## config.mk

```make
export PLATFORM = sky130hd
export DESIGN_NAME = pos_div_shift_sub_flat
export DESIGN_NICKNAME = d
export VERILOG_FILES = /design/src/rtl/pos_div_shift_sub_if.sv /design/src/rtl/pos_div_shift_sub.sv /design/src/flat_wrapper.sv
export SDC_FILE = /design/constraint.sdc
export NUM_CORES = 1
export LEC_CHECK = 0
export BUFFER_PORTS_ARGS = -buffer_cell sky130_fd_sc_hd__buf_2
export CAP_MARGIN = 20
export CORE_ASPECT_RATIO = 0.75
export CORE_MARGIN = 4
export CORE_UTILIZATION = 57
export CTS_BUF_LIST = sky130_fd_sc_hd__clkbuf_4 sky130_fd_sc_hd__clkbuf_8 sky130_fd_sc_hd__clkbuf_16
export CTS_CLUSTER_SIZE = 24
export DETAILED_ROUTE_END_ITERATION = 10
export GPL_TIMING_DRIVEN = 0
export PLACE_DENSITY = 0.85
export SLEW_MARGIN = 15
export SYNTH_ARGS = -nofsm -noshare
export SYNTH_HDL_FRONTEND = slang
export SYNTH_SLANG_ARGS = --single-unit
```

## constraint.sdc

```tcl
create_clock -name clk -period 4.9 [get_ports clk]
set_clock_uncertainty 0.15 [all_clocks]
set_input_delay 0.735 -clock clk [delete_from_list [all_inputs] [get_ports clk]]
set_output_delay 0.735 -clock clk [all_outputs]
set_load 0.02 [all_outputs]
```

## src/rtl/pos_div_shift_sub_if.sv

```systemverilog
// Operand/result handshake bundle for pos_div_shift_sub.
// master drives operands and out_ready; slave is the divider.
interface pos_div_shift_sub_if #(
   parameter int unsigned N_BITS_N = 16,
   parameter int unsigned N_BITS_D = 8
);
   logic                in_valid;
   logic                in_ready;
   logic [N_BITS_N-1:0] n;
   logic [N_BITS_D-1:0] d;
   logic                out_valid;
   logic                out_ready;
   logic [N_BITS_N-1:0] q;
   logic [N_BITS_D-1:0] r;
   logic                dbz;

   modport master (
      output in_valid, n, d, out_ready,
      input  in_ready, out_valid, q, r, dbz
   );

   modport slave (
      input  in_valid, n, d, out_ready,
      output in_ready, out_valid, q, r, dbz
   );
endinterface

```

## src/rtl/pos_div_shift_sub.sv

```systemverilog
// Sequential restoring unsigned divider: one quotient bit per cycle, valid/ready on both sides.
// Optional macro POS_DIV_ZERO_CHECK_EN: d == 0 skips iteration, goes straight to DONE with dbz set.
module pos_div_shift_sub #(
   parameter int unsigned N_BITS_N = 16,
   parameter int unsigned N_BITS_D = 8
) (
   input logic               clk,
   input logic               rst_n,
   pos_div_shift_sub_if.slave bus
);
   localparam int unsigned CNT_W = $clog2(N_BITS_N + 1);
   localparam int unsigned T_W   = N_BITS_D + 1;

   typedef enum logic [1:0] {
      IDLE = 2'd0,
      RUN  = 2'd1,
      DONE = 2'd2
   } state_t;

   state_t              state;
   state_t              state_nxt;

   logic [N_BITS_N-1:0] qreg;
   // Only the low N_BITS_D bits of the partial remainder are ever observed or fed back.
   logic [N_BITS_D-1:0] p;
   logic [N_BITS_D-1:0] d_q;
   logic [CNT_W-1:0]    cnt;

   logic                in_ready_c;
   logic                out_valid_c;
   logic                load_c;
   logic                step_c;
   logic [T_W-1:0]      t_c;
   logic                ge_c;
   logic [N_BITS_D-1:0] p_nxt_c;

   // State register
   always_ff @(posedge clk or negedge rst_n) begin
      if (!rst_n) begin
         state <= IDLE;
      end else begin
         state <= state_nxt;
      end
   end

   // Next-state logic
   always_comb begin
      state_nxt = state;
      case (state)
         IDLE: begin
            if (bus.in_valid) begin
`ifdef POS_DIV_ZERO_CHECK_EN
               state_nxt = (bus.d == '0) ? DONE : RUN;
`else
               state_nxt = RUN;
`endif
            end
         end
         RUN: begin
            if (cnt == CNT_W'(1)) begin
               state_nxt = DONE;
            end
         end
         DONE: begin
            if (bus.out_ready) begin
               state_nxt = IDLE;
            end
         end
         default: state_nxt = IDLE;
      endcase
   end

   // Control decode
   always_comb begin
      in_ready_c  = 1'b0;
      out_valid_c = 1'b0;
      load_c      = 1'b0;
      step_c      = 1'b0;
      case (state)
         IDLE: begin
            in_ready_c = 1'b1;
            load_c     = bus.in_valid;
         end
         RUN:     step_c      = 1'b1;
         DONE:    out_valid_c = 1'b1;
         default: ;
      endcase
   end

   // One restoring step: shift in the next dividend bit, subtract if it fits
   always_comb begin
      t_c     = {p, qreg[N_BITS_N-1]};
      ge_c    = (t_c >= {1'b0, d_q});
      p_nxt_c = ge_c ? N_BITS_D'(t_c - {1'b0, d_q}) : t_c[N_BITS_D-1:0];
   end

`ifdef POS_DIV_ZERO_CHECK_EN
   logic dbz_q;

   always_ff @(posedge clk or negedge rst_n) begin
      if (!rst_n) begin
         dbz_q <= 1'b0;
      end else if (load_c) begin
         dbz_q <= (bus.d == '0);
      end
   end

   assign bus.dbz = dbz_q;
`else
   assign bus.dbz = 1'b0;
`endif

   // Datapath registers
   always_ff @(posedge clk or negedge rst_n) begin
      if (!rst_n) begin
         qreg <= '0;
         p    <= '0;
         d_q  <= '0;
         cnt  <= '0;
      end else if (load_c) begin
         d_q <= bus.d;
         cnt <= CNT_W'(N_BITS_N);
`ifdef POS_DIV_ZERO_CHECK_EN
         if (bus.d == '0) begin
            qreg <= '1;
            p    <= N_BITS_D'(bus.n);
         end else begin
            qreg <= bus.n;
            p    <= '0;
         end
`else
         qreg <= bus.n;
         p    <= '0;
`endif
      end else if (step_c) begin
         qreg <= N_BITS_N'({qreg, ge_c});
         p    <= p_nxt_c;
         cnt  <= cnt - CNT_W'(1);
      end
   end

   assign bus.in_ready  = in_ready_c;
   assign bus.out_valid = out_valid_c;
   assign bus.q         = qreg;
   assign bus.r         = p;
endmodule

```

## src/flat_wrapper.sv

```systemverilog
// flat-port wrapper written by rule: the top's interface ports become plain ports
module pos_div_shift_sub_flat 
#(
   parameter int unsigned N_BITS_N = 16,
   parameter int unsigned N_BITS_D = 8
)
  (clk, rst_n, bus_in_valid, bus_n, bus_d, bus_out_ready, bus_in_ready, bus_out_valid, bus_q, bus_r, bus_dbz);
  pos_div_shift_sub_if #(.N_BITS_N(N_BITS_N), .N_BITS_D(N_BITS_D)) bus_i ();
  input logic clk;
  input logic rst_n;
  input wire logic [$bits(bus_i.in_valid)-1:0] bus_in_valid;
  input wire logic [$bits(bus_i.n)-1:0] bus_n;
  input wire logic [$bits(bus_i.d)-1:0] bus_d;
  input wire logic [$bits(bus_i.out_ready)-1:0] bus_out_ready;
  output wire logic [$bits(bus_i.in_ready)-1:0] bus_in_ready;
  output wire logic [$bits(bus_i.out_valid)-1:0] bus_out_valid;
  output wire logic [$bits(bus_i.q)-1:0] bus_q;
  output wire logic [$bits(bus_i.r)-1:0] bus_r;
  output wire logic [$bits(bus_i.dbz)-1:0] bus_dbz;
  assign bus_i.in_valid = bus_in_valid;
  assign bus_i.n = bus_n;
  assign bus_i.d = bus_d;
  assign bus_i.out_ready = bus_out_ready;
  assign bus_in_ready = bus_i.in_ready;
  assign bus_out_valid = bus_i.out_valid;
  assign bus_q = bus_i.q;
  assign bus_r = bus_i.r;
  assign bus_dbz = bus_i.dbz;
  pos_div_shift_sub #(.N_BITS_N(N_BITS_N), .N_BITS_D(N_BITS_D)) u_core (.clk(clk), .rst_n(rst_n), .bus(bus_i));
endmodule
```

== After elaboration in Yosys (flattened, before gate mapping) ==
Index checks and enable logic that the tools add are counted.

* Bits in registers: 39
* Latch bits: 0
* RAM bits: 0
* Bits in read-only memories: 0
* Bits of input ports: 28
* Output and inout bits: 27
* Logic and storage cells: 32
* Memories: 0

* $add $sub $neg: 2
* Multipliers: 0
* Divide/modulo/power cells: 0
* $lt $le $gt $ge: 1
* Equality and inequality tests: 6
* Shifts and indexed selects: 0
* Muxes and demuxes: 15
* Bitwise logic cells: 0
* Reduce and logical (&&, ||, !) cells: 3

{| class="wikitable"
|+ Operators by type and width
! operator !! number
|-
| 16-bit two-way mux || 2
|-
| 8-bit two-way mux || 3
|-
| 5-bit two-way mux || 2
|-
| 9-bit by 8-bit greater-or-equal comparator with 1-bit output || 1
|-
| 8-bit subtractor || 1
|-
| 2-bit two-way mux || 3
|-
| 2-bit one-hot mux with 3 select lines || 1
|-
| 5-bit by 1-bit == test with 1-bit output (second input constant) || 1
|-
| 5-bit by 1-bit subtractor with 5-bit output (second input constant) || 1
|-
| 1-bit two-way mux || 4
|-
| 2-bit inequality test (second input constant) || 2
|-
| 3-bit AND reduction || 1
|-
| 2-bit by 1-bit == test with 1-bit output (second input constant) || 1
|-
| 2-bit == test (second input constant) || 1
|-
| 2-bit zero test || 1
|-
| 2-bit by 1-bit inequality test with 1-bit output (second input constant) || 1
|-
| 2-bit nonzero test || 1
|}

== Logic depth before layout (Yosys ltp) ==
* Word-level depth: 4
* Depth in mapped cells: 9
* Depth with buffers taken out: 8

== Worst setup path after synthesis ==
No wires, ideal clock.

* Path kind: register to register
* Start point: register u_core.p[6], in the netlist u_core.bus.r[6]
* End point: register u_core.p[1], in the netlist u_core.bus.r[1]
* Library setup time: 0.074 ns
* Arrival time: 1.860 ns
* Required time: 4.676 ns
* Slack: 2.816 ns
* Stages on the path, launching flop included: 8
* Path buffers: 1
* Period minus slack after synthesis: 2.084 ns
* Cell sequence: dfrtp_1 ha_1 a211oi_1 o211ai_1 a21oi_2 buf_6 mux2_4 o21ai_2

* Word-level cells in the longest chain between the ends: 4

{| class="wikitable"
|+ Ends and longest elaborated chain
! item !! RTL line !! text
|-
| from (decl) || pos_div_shift_sub.sv:25 || <nowiki>logic [N_BITS_D-1:0] p;</nowiki>
|-
| from (signal assigned) || pos_div_shift_sub.sv:137 || <nowiki>p <= p_nxt_c;</nowiki>
|-
| 9-bit by 8-bit greater-or-equal comparator with 1-bit output || pos_div_shift_sub.sv:93 || <nowiki>ge_c = (t_c >= {1'b0, d_q});</nowiki>
|-
| 8-bit two-way mux || pos_div_shift_sub.sv:94 || <nowiki>p_nxt_c = ge_c ? N_BITS_D'(t_c - {1'b0, d_q}) : t_c[N_BITS_D-1:0];</nowiki>
|-
| 8-bit two-way mux || pos_div_shift_sub.sv:135 || <nowiki>end else if (step_c) begin</nowiki>
|-
| 8-bit two-way mux || pos_div_shift_sub.sv:120 || <nowiki>end else if (load_c) begin</nowiki>
|}

No other way between the ends. The select of a mux whose other input is x is not followed.
A chain may end at the register's enable or synchronous reset.

== Worst setup path after layout ==
Ends and elaborated chain as after synthesis.

==> flow_summary.toml <==
[outcome]
outcome = "complete, no violations"

[job]
cap_viol_max_count = 0

[clock_tree]
cts_buffers = 5
cts_sinks = 39
path_clk_slew_ns = 0.08
clock_path_buffers = 2
cts_root_buffer = "clkbuf_8"
insertion_delay_ns = 0.30
htree_levels = 2
cts-resized-gates = 0
holdBufCountCts = 0
cts_tree = "done"
cts_setup_buffers = 0

[finish]
final_cell_mix = "buf_2 (58), nand2_1 (52), dfrtp_1 (39), o21ai_0 (18)"
areaGrowthSynthToFinish_pct = 20.1
seqCellArea_sq_um = 976
layout-drive-gt1-share = 0.257
fin_util = 0.719
final_common_cell = "buf_2"
multi_input_area_sq_um = 1090
layout.nets = 345
final_cell_area_sq_um = 2650
fillers = 306
antenna_cells = 0

[floorplan]
start_util = 0.599
io_pins = 55
dieWidth_um = 79.9
rows = 19
die_y_um = 61.9
fp.coreArea_sq_um = 3680
dieArea_sq_um = 4940

[global_route]
first_global_vias = 1731
grt_max_degree = 40
grt_usage = 0.222
grt_antenna_before_repair = 0
overflow = 0
grt_pass1_wl_um = 8270

[power]
p_seq_frac = 0.267
power_frac_clock = 0.116
p_int_mw = 1.24
p_leak_nw = 1.30
power.density_nw_per_um2 = 874
switching_share = 0.464
p_switching_mw = 1.08
irDropWorstVdd_mv = 0.450
power_frac_comb = 0.617

[sta]
tightest_slew_ns = 0.826
hold_viol = 0
rsz0062_at_grt = "false"
finalCriticalPeriod_ns = 2.28
fin_tns_setup_ns = 0
period_share = 0.465
setup_viol = 0
fmax_mhz = 439
slew-limit-headroom = 0.449
slew_viol_final = 0

[setup_path]
critPathSlowestCell = "dfrtp_1"
cp_top_family = "compound AO/OA/AOI/OAI gates"
cp_num_buf_inv = 1
cpPeakStageDelay_ns = 0.43
path_cells = "ha_1 > a211oi_1 > o211ai_1 > a21oi_2 > buf_6 > mux2_4 > o21ai_2"
path_depth = 7
cp_data_required_time_ns = 4.98
critPathMaxFanout = 10
end_kind = "flop"
r2r_slack_ns = 2.62
rr_endpoint = "u_core.bus.r[1]"
worstRegToRegCells = 7
start_kind = "flop"
cp.arrival_ns = 2.36
cp-startpoint = "u_core.bus.r[6]"
r2r-start = "u_core.bus.r[6]"
path_class = "reg -> reg"
critPathCapture = "u_core.bus.r[1]"

[drt]
first_pass_iters = 4
drt_iter0_drc = 102
drt-total-wl_um = 5120
num_vias = 1959
drc_errors = 0
wire_per_inst_um = 14.3
via_per_inst = 5.46
drtAntennaViolNets = 0

[placement]
io_buffers = 53
placed_cell_area_sq_um = 2540
dp_hpwl_um = 3820
gp_congestion = 0.833

[worst_hold_path]
hold_depth = 2
worstHoldPathType = "reg -> reg"

[logic_synthesis]
synth_cell_types = 46
synth_warnings = 0
synth_nets = 285
synth_area_sq_um = 2210
async_flop_share = 1.00
synth_cells = 246
synth-seq-cells = 39
ys_seq_area_frac = 0.442
synth_edf_count = 0
ys.flop_type = "dfrtp_1"
syn_avg_cell_area_sq_um = 8.97
==> power groups by stage <==
stage | sequential (mW) | clock [mW] | combinational, mW
after floorplan | 0.719 | 0 | 0.973
after global placement | 0.616 | 0 | 1.38
after detailed placement | 0.623 | 0 | 1.42
after CTS | 0.618 | 0.273 | 1.43
after global routing | 0.639 | 0.289 | 1.60
final | 0.618 | 0.269 | 1.43
==> routing by layer <==
metal	global-route usage	vias up	wire length (um)
met1	0.319	920	2450
li1	-	970	-
met4	0.0892	0	68
met3	0.0403	7	341
met5	0	-	0
met2	0.337	62	2260
==> kinds of logic after synthesis <==
group                    synth area share
flip-flops                          0.442
XOR/XNOR                           0.0159
other                             0.00170
AND/OR/NAND/NOR                     0.209
AO/OA/AOI/OAI                       0.166
adder cells (fa/ha/maj)            0.0658
buffers and inverters              0.0658
multiplexers                       0.0346
==> Yosys cell counts, types with 6 or more instances <==
library cell  count  area, sq um
a22oi_1          15          113
dfrtp_1          39          976
ha_1             10          125
inv_1            16         60.1
nand2_1          52          195
nand3_1          16         80.1
nor2_1            7         26.3
nor2b_1           6         37.5
o21ai_0          18         90.1
==> cell type report <==
cell class | instances | area share
Tap cell | 52 | 0.0246
Clock buffer | 5 | 0.0260
Sequential cell | 39 | 0.368
Inverter | 16 | 0.0227
Clock inverter | 3 | 0.0165
Timing Repair Buffer | 53 | 0.100
Multi-Input combinational cell | 176 | 0.410
Buffer | 15 | 0.0321
==> state kept, by name, summed over array words and instances (netlist names) <==
signal        flops
u_core.state      2
u_core.bus.q     16
u_core.cnt        5
u_core.d_q        8
u_core.bus.r      8
==> worst register-to-register path, delay by kind of cell (launching register included) <==
family	cells	cell delay (ns)
flops	1	0.43
buf+inv	1	0.18
mux	1	0.31
fa+ha+maj	1	0.39
compound gates	4	0.76
==> through the flow <==
stage | hold WS, ns | setup WS, ns | instances | power [mW]
3_3_place_gp | 0.318 | 2.65 | 351 | 2.00
6_report | 0.353 | 2.62 | 359 | 2.32
2_1_floorplan | 0.289 | 2.82 | 246 | 1.69
5_1_grt | 0.380 | 2.50 | 359 | 2.53
4_1_cts | 0.356 | 2.64 | 359 | 2.32
3_5_place_dp | 0.336 | 2.64 | 351 | 2.05
==> how the worst min path moves through the flow <==
stage                            to            start
finish              u_core.bus.q[9]  u_core.bus.q[9]
global route          u_core.d_q[0]    u_core.d_q[0]
CTS                 u_core.bus.q[9]  u_core.bus.q[9]
detailed placement  u_core.bus.q[6]  u_core.bus.q[6]
global placement      u_core.d_q[0]    u_core.d_q[0]
floorplan           u_core.bus.q[0]            rst_n
(Power assumes the default switching activity.)
